`src/rtl/display_scan_ctrl_pkg.sv`:
```
// Shared definitions for the display scan controller: FSM state encodings
// and the helper that sizes the shared dwell counter.
package display_scan_ctrl_pkg;

  typedef enum logic [1:0] {
    ST_IDLE  = 2'd0,
    ST_BLANK = 2'd1,
    ST_SHOW  = 2'd2
  } scan_state_e;

  // Counter must hold max(show, blank) - 1; never narrower than one bit.
  function automatic int cnt_width(input int show_cyc, input int blank_cyc);
    int longest;
    int w;
    longest = (show_cyc > blank_cyc) ? show_cyc : blank_cyc;
    w       = $clog2(longest);
    return (w < 1) ? 1 : w;
  endfunction

endpackage

```
`src/rtl/cycle_counter.sv`:
```
// Dwell counter for the scan FSM: counts up from zero, flags when it reaches
// the terminal value, and is cleared synchronously by the owner.
module cycle_counter #(
  parameter int W = 4
) (
  input  logic         clk_i,
  input  logic         rst_ni,
  input  logic         clr_i,
  input  logic [W-1:0] term_i,
  output logic         done_o
);

  logic [W-1:0] cnt_q;
  logic [W-1:0] cnt_d;

  always_comb begin
    cnt_d = cnt_q + 1'b1;
    if (clr_i) cnt_d = '0;
  end

  always_ff @(posedge clk_i or negedge rst_ni) begin
    if (!rst_ni) cnt_q <= '0;
    else         cnt_q <= cnt_d;
  end

  assign done_o = (cnt_q == term_i);

endmodule

```
`src/rtl/display_scan_ctrl.sv`:
```
// Time-multiplexed display scan controller: alternates an all-off dead-time
// with a lit slot for each digit, driving the mux select and digit enables.
module display_scan_ctrl
  import display_scan_ctrl_pkg::*;
#(
  parameter int DIGITS    = 4,
  parameter int SEL_W     = 2,
  parameter int SHOW_CYC  = 1000,
  parameter int BLANK_CYC = 16
) (
  input  logic              clk,
  input  logic              reset_n,
  input  logic              enable,
  input  logic [DIGITS-1:0] blank_mask,
  output logic [SEL_W-1:0]  sel,
  output logic [DIGITS-1:0] digit_en_n,
  output logic              tick,
  output logic [1:0]        state_dbg
);

  localparam int CNT_W = cnt_width(SHOW_CYC, BLANK_CYC);

  scan_state_e      state_q, state_d;
  logic [SEL_W-1:0] sel_q, sel_d;
  logic             tick_q, tick_d;
  logic             cnt_clr;
  logic             cnt_done;
  logic [CNT_W-1:0] cnt_term;

  assign cnt_term = (state_q == ST_SHOW) ? CNT_W'(SHOW_CYC - 1) : CNT_W'(BLANK_CYC - 1);

  cycle_counter #(
    .W (CNT_W)
  ) u_cycle_counter (
    .clk_i  (clk),
    .rst_ni (reset_n),
    .clr_i  (cnt_clr),
    .term_i (cnt_term),
    .done_o (cnt_done)
  );

  // enable low wins over every transition and forces a fresh start at digit 0.
  always_comb begin
    state_d = state_q;
    sel_d   = sel_q;
    tick_d  = 1'b0;
    cnt_clr = 1'b0;
    if (!enable) begin
      state_d = ST_IDLE;
      sel_d   = '0;
      cnt_clr = 1'b1;
    end else begin
      case (state_q)
        ST_IDLE: begin
          state_d = ST_BLANK;
          sel_d   = '0;
          cnt_clr = 1'b1;
        end
        ST_BLANK: begin
          if (cnt_done) begin
            state_d = ST_SHOW;
            cnt_clr = 1'b1;
          end
        end
        ST_SHOW: begin
          if (cnt_done) begin
            state_d = ST_BLANK;
            cnt_clr = 1'b1;
            tick_d  = 1'b1;
            sel_d   = (sel_q == SEL_W'(DIGITS - 1)) ? '0 : sel_q + 1'b1;
          end
        end
        default: begin
          state_d = ST_IDLE;
          sel_d   = '0;
          cnt_clr = 1'b1;
        end
      endcase
    end
  end

  always_ff @(posedge clk or negedge reset_n) begin
    if (!reset_n) begin
      state_q <= ST_IDLE;
      sel_q   <= '0;
      tick_q  <= 1'b0;
    end else begin
      state_q <= state_d;
      sel_q   <= sel_d;
      tick_q  <= tick_d;
    end
  end

  // Mask only gates the enable; slot timing and sel are untouched.
  always_comb begin
    digit_en_n = '1;
    if (state_q == ST_SHOW) begin
      for (int i = 0; i < DIGITS; i++) begin
        if (sel_q == SEL_W'(i) && !blank_mask[i]) digit_en_n[i] = 1'b0;
      end
    end
  end

  assign sel       = sel_q;
  assign tick      = tick_q;
  assign state_dbg = state_q;

endmodule
```
`config.mk`:
```
export PLATFORM = sky130hd
export DESIGN_NAME = display_scan_ctrl
export DESIGN_NICKNAME = d
export VERILOG_FILES = /design/src/rtl/display_scan_ctrl_pkg.sv /design/src/rtl/cycle_counter.sv /design/src/rtl/display_scan_ctrl.sv
export SDC_FILE = /design/constraint.sdc
export NUM_CORES = 1
export LEC_CHECK = 0
export CAP_MARGIN = 20
export CORE_MARGIN = 2
export CORE_UTILIZATION = 54
export CTS_BUF_LIST = sky130_fd_sc_hd__clkbuf_16
export DETAILED_ROUTE_END_ITERATION = 16
export GPL_ROUTABILITY_DRIVEN = 0
export PLACE_DENSITY = 0.92
export SETUP_SLACK_MARGIN = 0.15
export SLEW_MARGIN = 40
export SYNTH_ARGS = -nofsm -noshare
export SYNTH_HDL_FRONTEND = slang
export SYNTH_SLANG_ARGS = --single-unit
```
`constraint.sdc`:
```
create_clock -name clk -period 2.45 [get_ports clk]
set_input_delay 0.49 -clock clk [delete_from_list [all_inputs] [get_ports clk]]
set_output_delay 0.49 -clock clk [all_outputs]
set_load 0.01 [all_outputs]
```
**Yosys cells after proc, flatten, opt, wreduce, memory -nomap -nowiden**

Index checks and enable logic that the tools add are counted.

- Register bits: 15
- Latch bits: 0
- RAM bits: 0
- ROM bits: 0
- Output and inout bits: 9
- Logic and storage cells: 48
- Memories kept: 0

- Add/subtract/negate cells: 2
- Multipliers: 0
- Div/mod/pow operators: 0
- Magnitude comparators: 0
- Eq/ne operators: 9
- Shift-type cells: 0
- Mux-type cells: 20
- Bitwise operators: 0
- Reductions and logical operators: 13

Operators with widths:

| operator | number |
|---|---|
| $mux W10 | 2 |
| $mux W2 | 6 |
| $add A10 B1 Y10 const B | 1 |
| $eq A10 B10 Y1 | 1 |
| $mux W1 | 9 |
| $eq A2 B2 Y1 const B | 3 |
| $ne A3 B3 Y1 const B | 2 |
| $pmux W2 S3 | 1 |
| $eq A2 B1 Y1 const B | 2 |
| $logic_and A1 B1 Y1 | 4 |
| $logic_not A1 Y1 | 4 |
| $logic_not A2 Y1 | 2 |
| $mux W4 | 1 |
| $pmux W2 S2 | 1 |
| $reduce_and A2 Y1 | 2 |
| $add A2 B1 Y2 const B | 1 |
| $ne A2 B2 Y1 const B | 1 |
| $reduce_or A2 Y1 | 1 |

**Depth between registers and ports, before layout**

Gate-level depths: netlist of run 1.

- Depth in word-level cells: 7
- Mapped depth: 8
- Mapped depth without buffers: 7

**Cells and area by module**

Synthesis of run 1 repeated with hierarchy kept, for this count alone.

- Cell total of the unflattened synthesis: 102
- Area, all modules: 991.0 µm²

Modules (own cells, without submodules):

| module | times used | cells an instance | area an instance (µm²) | seq. area each (µm²) |
|---|---|---|---|---|
| cycle_counter | 1 | 58 | 574.3 | 250.2 |
| display_scan_ctrl | 1 | 44 | 416.6 | 125.1 |

**Worst setup path before layout of run 1**

OpenSTA, ideal clock, no wires.

- Kind: reg-to-reg
- Start: reg state_q[0], in the netlist state_dbg[0]
- End: reg state_q[0], in the netlist state_dbg[0]
- Setup time: 0.128 ns
- Arrival time: 1.466 ns
- Slack: 0.857 ns
- Cell stages (with the launch flop): 9
- Path buffers: 1
- Period minus slack after synthesis: 1.593 ns
- Path through: dfrtp_1 inv_1 ha_1 buf_6 nand2_1 nor3_2 o21a_2 o2111ai_1 nand3_1

- Word-level cells in the longest chain between the ends: 5
- Elaborated cells between the ends (all ways): 10
- Those cells by class: 5 x eq/ne; 3 x mux; 2 x reduce/logical

Ends and longest elaborated chain:

| item | line | RTL |
|---|---|---|
| start, declared | display_scan_ctrl.sv:23 | `scan_state_e state_q, state_d;` |
| start signal, assigned | display_scan_ctrl.sv:88 | `state_q <= state_d;` |
| $eq A2 B2 Y1 | display_scan_ctrl.sv:30, display_scan_ctrl.sv:53 |  |
| $mux W10 | display_scan_ctrl.sv:30 | `assign cnt_term = (state_q == ST_SHOW) ? CNT_W'(SHOW_CYC - 1) : CNT_W'(BLANK_CYC - 1);` |
| $eq A10 B10 Y1 | cycle_counter.sv:26 | `assign done_o = (cnt_q == term_i);` |
| $ne A3 B3 Y1 (no line) | -- |  |
| $reduce_and A2 Y1 (no line) | -- |  |

Several ways; a longest one is shown, not always the timed one.
A chain may end at the register's enable or synchronous reset.

**Final worst setup path of run 1**

- Start: reg state_q[0], in the netlist state_dbg[0]
- End: out digit_en_n[3]

- Word-level cells in the longest chain between the ends: 2

Ends and longest elaborated chain:

| item | line | RTL |
|---|---|---|
| $eq A2 B2 Y1 | display_scan_ctrl.sv:97 | `if (state_q == ST_SHOW) begin` |
| $mux W4 | display_scan_ctrl.sv:97 |  |
| end, declared | display_scan_ctrl.sv:16 | `output logic [DIGITS-1:0] digit_en_n,` |

No other way between the ends.

==> impl_results.md, run 1 <==
* Max_cap viols at 0
* GRT Overall Usage at 0.2218
* Type of origin of the critical path: flop
* Syn-to-layout area delta at 25.03%
* Hold Slack at about 0.49 ns
* Core area at 1541 um2
* WL final at 1.895 mm
* Die width at between 40 and 50 um
* Placed cell areas at 1050 um2
* Worst r2r path cells at 7
* Max Freq at 454.3 MHz
* Status: completed
* DIE AREA at slightly above 2000 um2
* Critical path's slowest cell: clkdlybuf4s50_1
* Worst Setup EP: digit_en_n[3]
* Starting Density at 0.5869
* Unrepaired setup endpoints after global routing: false
* Iteration-0 DRC count of the detailed router at 25
* Grt ovf at 0
* Worst-margin pin slew at 0.6675 ns
* First-pass GRT wire length at between 3 and 4 mm
* Longest Clk Path Bufs at 2
* Ratio of cells with drive above 1 in the final layout at 0.1193
* Start point of the critical path: state_dbg[0]
* Clock power frac at 0.476
* Largest net degree at the start of global routing at 16
* Post-route cell area at 1131 um2
* FFs w/ async S/R, synth at 1.000
* Maximum vdd drop at between 0.6 and 0.7 mV
* Final worst path period need at ~2.2 ns
* Leakage at 0.5041 nW
* FP Rows at 14
* Seq pwr share at 0.408
* Top Family by Delay on Critical Path: buffers and inverters
* Seq/Total Area, Yosys at 0.4149
* CTS Sinks at 15
* Fill count at ~110
* CP required at 1.96 ns
* Endpoints failing hold at 0
* Antenna violations before repair at 0
* Vias in the first global route at approximately 700
* Mean post-synth cell area at approximately 9.8 um2
* Worst Setup Path Type: reg2out
* Syn. warnings at 0
* Die height at around 45 um
* P_sw at 0.0001420 W
* CP Cell Sequence: inv_1 -> ha_2 -> nand3b_1 -> clkdlybuf4s50_1
* CTS tree: built
* Number of synthesized flops with an enable pin at 0
* Register-to-register setup slack at about 0.62 ns
* TritonRoute pass-1 iters at 4
* Yosys reg bits at 15
* Port bufs at 15
* Drt via density at between 5 and 6
* Setup_tns at 0 ns
* Gate power share at 0.115
* Vias at 713
* R2r startpoint: state_dbg[0]
* WL/cell at around 15 um
* Switching share of power at 0.2189
* Clk_lat worst skew at around 0.24 ns
* Critical path depth at 4
* Worst Hold Class: reg2reg
* CP Data Arrival Time at 1.71 ns
* Pwr Density at roughly 570 nW/um2
* # nets final at around 130
* Final antenna-violating net count at 0
* Io pins at 16
* Final number of setup-violating endpoints at 0
* Distinct cells, synth at 26
* R2R Path End: u_cycle_counter.cnt_q[6]
* Post-CTS Setup Bufs at 0
* CTS buffer count at 3
* Slew headroom at 0.5536
* Final period utilization at 0.8985
* Pins Over Slew Limit at 0
* Main synth FF type: dfrtp_1
* ANT cells at 0
* Gate count of the mapped netlist at 92
* H-Tree Depth at 1
* Cell Int Power at 0.0005067 W
* Root Driver: clkbuf_16
* Synth Cell Area at between 900 and 1000 um2
* Syn nets at ~110
* Max incr delay on CP at ~0.5 ns
* HPWL Detailed at 1.413 mm
* CP Max Fanout at 11
* Crit end category: primary output
* DRC violations left at 0
* Final clock skew at roughly 0.0017 ns
* Critical path buffer and inverter count at 2
* Clock-pin slew on the worst setup and hold paths at 0.05 ns
-- through the flow --
step / util / setup WS [ns] / std cells / power, W
floorplan: - / 0.8567 / 92 / 0.0003103
global placement: 0.6810 / 0.3938 / 121 / 0.0003374
detailed placement: 0.6810 / 0.3393 / 121 / 0.0003439
CTS: 0.7338 / 0.2147 / 125 / 0.0006546
global route: 0.7338 / 0.1671 / 125 / 0.0006756
finish: 0.7338 / 0.2486 / 125 / 0.0006487
-- cell usage in the layout, fill, tap and decap left out, drive strengths merged --
master / count
inv: 8
clkbuf: 3
clkdlybuf4s50: 15
nand2: 6
dfrtp: 15
o2111ai: 1
nand3b: 5
xor2: 6
o21a: 1
o21ai: 2
a21oi: 1
nand4b: 1
o22ai: 2
xnor2: 2
nor2: 15
nor3: 1
nand4: 2
nand3: 8
ha: 9
and3: 5
nor4: 1
-- final cells by class --
class,instances,area [um2],area share
Clock inverter,1,3.754,0.003319
Timing Repair Buffer,15,150.1,0.1327
Tap cell,16,20.02,0.01770
Sequential cell,15,375.4,0.3319
Inverter,7,26.28,0.02323
Multi-Input combinational cell,68,480.5,0.4248
Clock buffer,3,75.07,0.06637
-- sequential cells by signal, summed over array words and instances (netlist names) --
register,cells
sel,2
tick,1
state_dbg,2
u_cycle_counter.cnt_q,10
-- power by group through the flow --
stage | sequential, W | combinational (W) | clock, W
detailed placement | 0.000268 | 0.0000755 | 0
finish | 0.000265 | 0.0000749 | 0.000309
global placement | 0.000268 | 0.0000695 | 0
global route | 0.000266 | 0.0000836 | 0.000326
CTS | 0.000265 | 0.0000764 | 0.000314
floorplan | 0.000269 | 0.0000413 | 0
-- cells in the mapped netlist, drive strengths merged (2+ instances only) --
cell type | number | area (um2)
nor2 | 15 | 56.30
inv | 7 | 26.28
o22ai | 2 | 12.51
o21ai | 2 | 13.76
ha | 9 | 112.6
xor2 | 6 | 52.55
nand3b | 5 | 41.29
nand3 | 8 | 45.04
dfrtp | 15 | 375.4
nand4 | 2 | 18.77
and3 | 5 | 33.78
xnor2 | 2 | 17.52
nand2 | 6 | 22.52
-- how the worst min path moves through the flow --
stage	to	start	depth (start not counted)
2_1_floorplan	sel[0]	reset_n	0
3_3_place_gp	u_cycle_counter.cnt_q[0]	u_cycle_counter.cnt_q[0]	1
3_5_place_dp	u_cycle_counter.cnt_q[0]	u_cycle_counter.cnt_q[0]	1
4_1_cts	u_cycle_counter.cnt_q[0]	u_cycle_counter.cnt_q[0]	1
5_1_grt	u_cycle_counter.cnt_q[0]	u_cycle_counter.cnt_q[0]	1
6_report	u_cycle_counter.cnt_q[0]	u_cycle_counter.cnt_q[0]	1
-- worst register-to-register path: stages, from the launching register on --
cell	delay (ns)
dfrtp_1	0.42
inv_1	0.11
ha_2	0.31
nor2_1	0.06
and3_1	0.21
o21ai_2	0.22
nand3_2	0.20
nor2_1	0.20
-- repair_timing --
action | 4_1_cts | 5_1_grt
hold buffers | 0 | 0
setup endpoints to repair | 2 | 0
resized for setup | 1 | 0
-- layer usage --
layer | GRT usage | wire (um)
met1 | 0.2179 | 723
met2 | 0.4057 | 991
met3 | 0.06800 | 109
met4 | 0.1235 | 70
met5 | 0 | 0
-- kinds of logic (layout without fill, tap and decap cells) --
group           count (synthesis)  count (layout)  share of synthesized area
fa+ha+maj                       9               9                     0.1245
simple gates                   44              44                     0.2683
flops                          15              15                     0.4149
compound gates                  7               7                    0.05809
xor+xnor                        8               8                    0.07746
buf+inv                         9              26                    0.05671
Power figures use the tool's default switching activity.
==> run 2: changes to the inputs <==
PLACE_DENSITY = 0.8   (was 0.92)
==> run 2 against run 1 <==
Final cell count did not move. Via count fell by 4.2%. Critical endpoint is now digit_en_n[2]. Flip-flop and latch count did not move. Sequential power barely moved. Fmax rose by 1.7%. Routed wire length fell by 10%. Sequential share of layout area did not move. Critical path type unchanged. Global-route usage fell by 1.0 points. Critical path depth did not move. Power fell by 0.25%. Register-to-register slack barely moved. Die area did not move.
==> impl_results.md, run 2 (synthesized netlist as in run 1, its figures left out) <==
* Status: completed
* Slew headroom at 0.5632 (+0.009538)
* Worst-margin pin slew at 0.6532 ns (-0.01426 ns)
* CP Data Arrival Time at 1.67 ns (-0.04 ns)
* Drt via density at 5.464 (-4.2%)
* Commonest non-fill, non-tap cells in the layout: nor2_1 (15), clkdlybuf4s50_1 (15), dfrtp_1 (15)
* Longest Clk Path Bufs at 2 (unchanged)
* Max FFs per register at 10 (unchanged)
* Io pins at 16 (unchanged)
* Vias in the first global route at 661 (-7.7%)
* Ratio of cells with drive above 1 in the final layout at 0.1193 (unchanged)
* ANT cells at 0 (unchanged)
* Port bufs at 15 (unchanged)
* Post-route cell area at 1131 um2 (unchanged)
* Pwr Density at 572.1 nW/um2 (-0.25%)
* Vias at 683 (-4.2%)
* H-Tree Depth at 1 (unchanged)
* Final clock skew at 0.007889 ns (+0.006237 ns)
* Worst Hold Depth at 1 (unchanged)
* Starting Density at 0.5869 (unchanged)
* R2r startpoint: state_dbg[0]
* Pins Over Slew Limit at 0 (unchanged)
* Largest net degree at the start of global routing at 16 (unchanged)
* Final antenna-violating net count at 0 (unchanged)
* Dpl ws at 0.3785 ns (+0.03922 ns)
* CTS buffer count at 3 (unchanged)
* CP required at 1.96 ns (about the same)
* Antenna violations before repair at 0 (unchanged)
* Core area at 1541 um2 (unchanged)
* First-pass GRT wire length at 3.036 mm (-2.2%)
* Largest Register: u_cycle_counter.cnt_q
* TritonRoute pass-1 iters at 4 (unchanged)
* Root Driver: clkbuf_16
* Placed cell areas at 1050 um2 (unchanged)
* Clk_lat worst skew at 0.24 ns (about the same)
* Worst Min Path Start: u_cycle_counter.cnt_q[0]
* Worst Setup Slack, final at 0.2856 ns (+0.03699 ns)
* Die width at 44.93 um (unchanged)
* CP Max Fanout at 11 (unchanged)
* WL final at 1.697 mm (-10%)
* FP Rows at 14 (unchanged)
* Clock-pin slew on the worst setup and hold paths at 0.05 ns (about the same)
* Worst r2r path cells at 7 (unchanged)
* Syn-to-layout area delta at 25.03% (unchanged)
* WL/cell at 13.58 um (-10%)
* Final worst path period need at 2.164 ns (-0.03699 ns)
* Fill count at 124 (+15%)
* CTS tree: built
* Final number of setup-violating endpoints at 0 (unchanged)
* Type of origin of the critical path: flop
* Start point of the critical path: state_dbg[0]
* Setup_tns at 0 ns (unchanged)
* Unrepaired setup endpoints after global routing: false
* GRT Overall Usage at 0.2115 (-0.01030)
* Hold-fix buffers at CTS at 0 (unchanged)
* # nets final at 126 (unchanged)
* Max_cap viols at 0 (unchanged)
* Worst Hold Class: reg2reg
* Iteration-0 DRC count of the detailed router at 17 (-32%)
* DIE AREA at 2019 um2 (unchanged)
* Final period utilization at 0.8834 (-0.01510)
* Maximum vdd drop at 0.6100 mV (-0.24%)
* CTS Sinks at 15 (unchanged)
* HPWL Detailed at 1.227 mm (-13%)
* Die height at 44.93 um (unchanged)
* Crit end category: primary output
* Leakage at 0.5041 nW (unchanged)
* Max Freq at 462.0 MHz (+1.7%)
* Worst Setup Path Type: reg2out
* Grt ovf at 0 (unchanged)
* Endpoints failing hold at 0 (unchanged)
* DRC violations left at 0 (unchanged)
run 2: final cells by class:
| type | instances | area [um2] | area share |
|---|---|---|---|
| Clock buffer | 3 | 75.07 | 0.06637 |
| Clock inverter | 1 | 3.754 | 0.003319 |
| Inverter | 7 | 26.28 | 0.02323 |
| Multi-Input combinational cell | 68 | 480.5 | 0.4248 |
| Sequential cell | 15 | 375.4 | 0.3319 |
| Tap cell | 16 | 20.02 | 0.01770 |
| Timing Repair Buffer | 15 | 150.1 | 0.1327 |
run 2: timing repair:
action / in CTS / in global routing
hold endpoints to repair: 0 / 0
resized for setup: 0 / 1
setup endpoints to repair: 0 / 4
buffers inserted: 0 / 0
run 2: worst max-delay path, stage by stage (launching register included):
cell and delay [ns]:
dfrtp_1 0.42, inv_1 0.10, ha_2 0.31, nand3b_1 0.11, clkdlybuf4s50_1 0.48
run 2: through the flow:
| stage | hold slack, ns | utilization | cells | total power [W] |
|---|---|---|---|---|
| 2_1_floorplan | 0.1944 | - | 92 | 0.0003103 |
| 3_3_place_gp | 0.4831 | 0.6810 | 121 | 0.0003387 |
| 3_5_place_dp | 0.4804 | 0.6810 | 121 | 0.0003407 |
| 4_1_cts | 0.5050 | 0.7321 | 125 | 0.0006492 |
| 5_1_grt | 0.5260 | 0.7338 | 125 | 0.0006726 |
| 6_report | 0.5047 | 0.7338 | 125 | 0.0006471 |
run 2: per-layer routing:
| metal | up-vias | global-route usage | part of all wire |
|---|---|---|---|
| li1 | 345 | - | - |
| met1 | 320 | 0.2958 | 0.46 |
| met3 | 0 | 0.04800 | 0.050 |
| met2 | 18 | 0.3343 | 0.49 |
| met4 | 0 | 0.05294 | 0 |
| met5 | - | 0 | 0 |
run 2: worst paths after layout:
check,to,slack (ns)
worst max-delay path,digit_en_n[2],0.29
worst min-delay path,u_cycle_counter.cnt_q[0],0.50
worst max register to register,state_dbg[0],0.62
worst min register to register,u_cycle_counter.cnt_q[0],0.50
max in group asynchronous,u_cycle_counter.cnt_q[3],1.37
min in group asynchronous,state_dbg[0],0.65
run 2: report_power, final:
group	internal (W)	switching, W	leakage, nW	total, W
clock	0.000216	0.0000927	0.0423	0.000308
combinational	0.0000353	0.0000389	0.254	0.0000742
sequential	0.000256	0.00000905	0.208	0.000265
total	0.000507	0.000141	0.504	0.000647
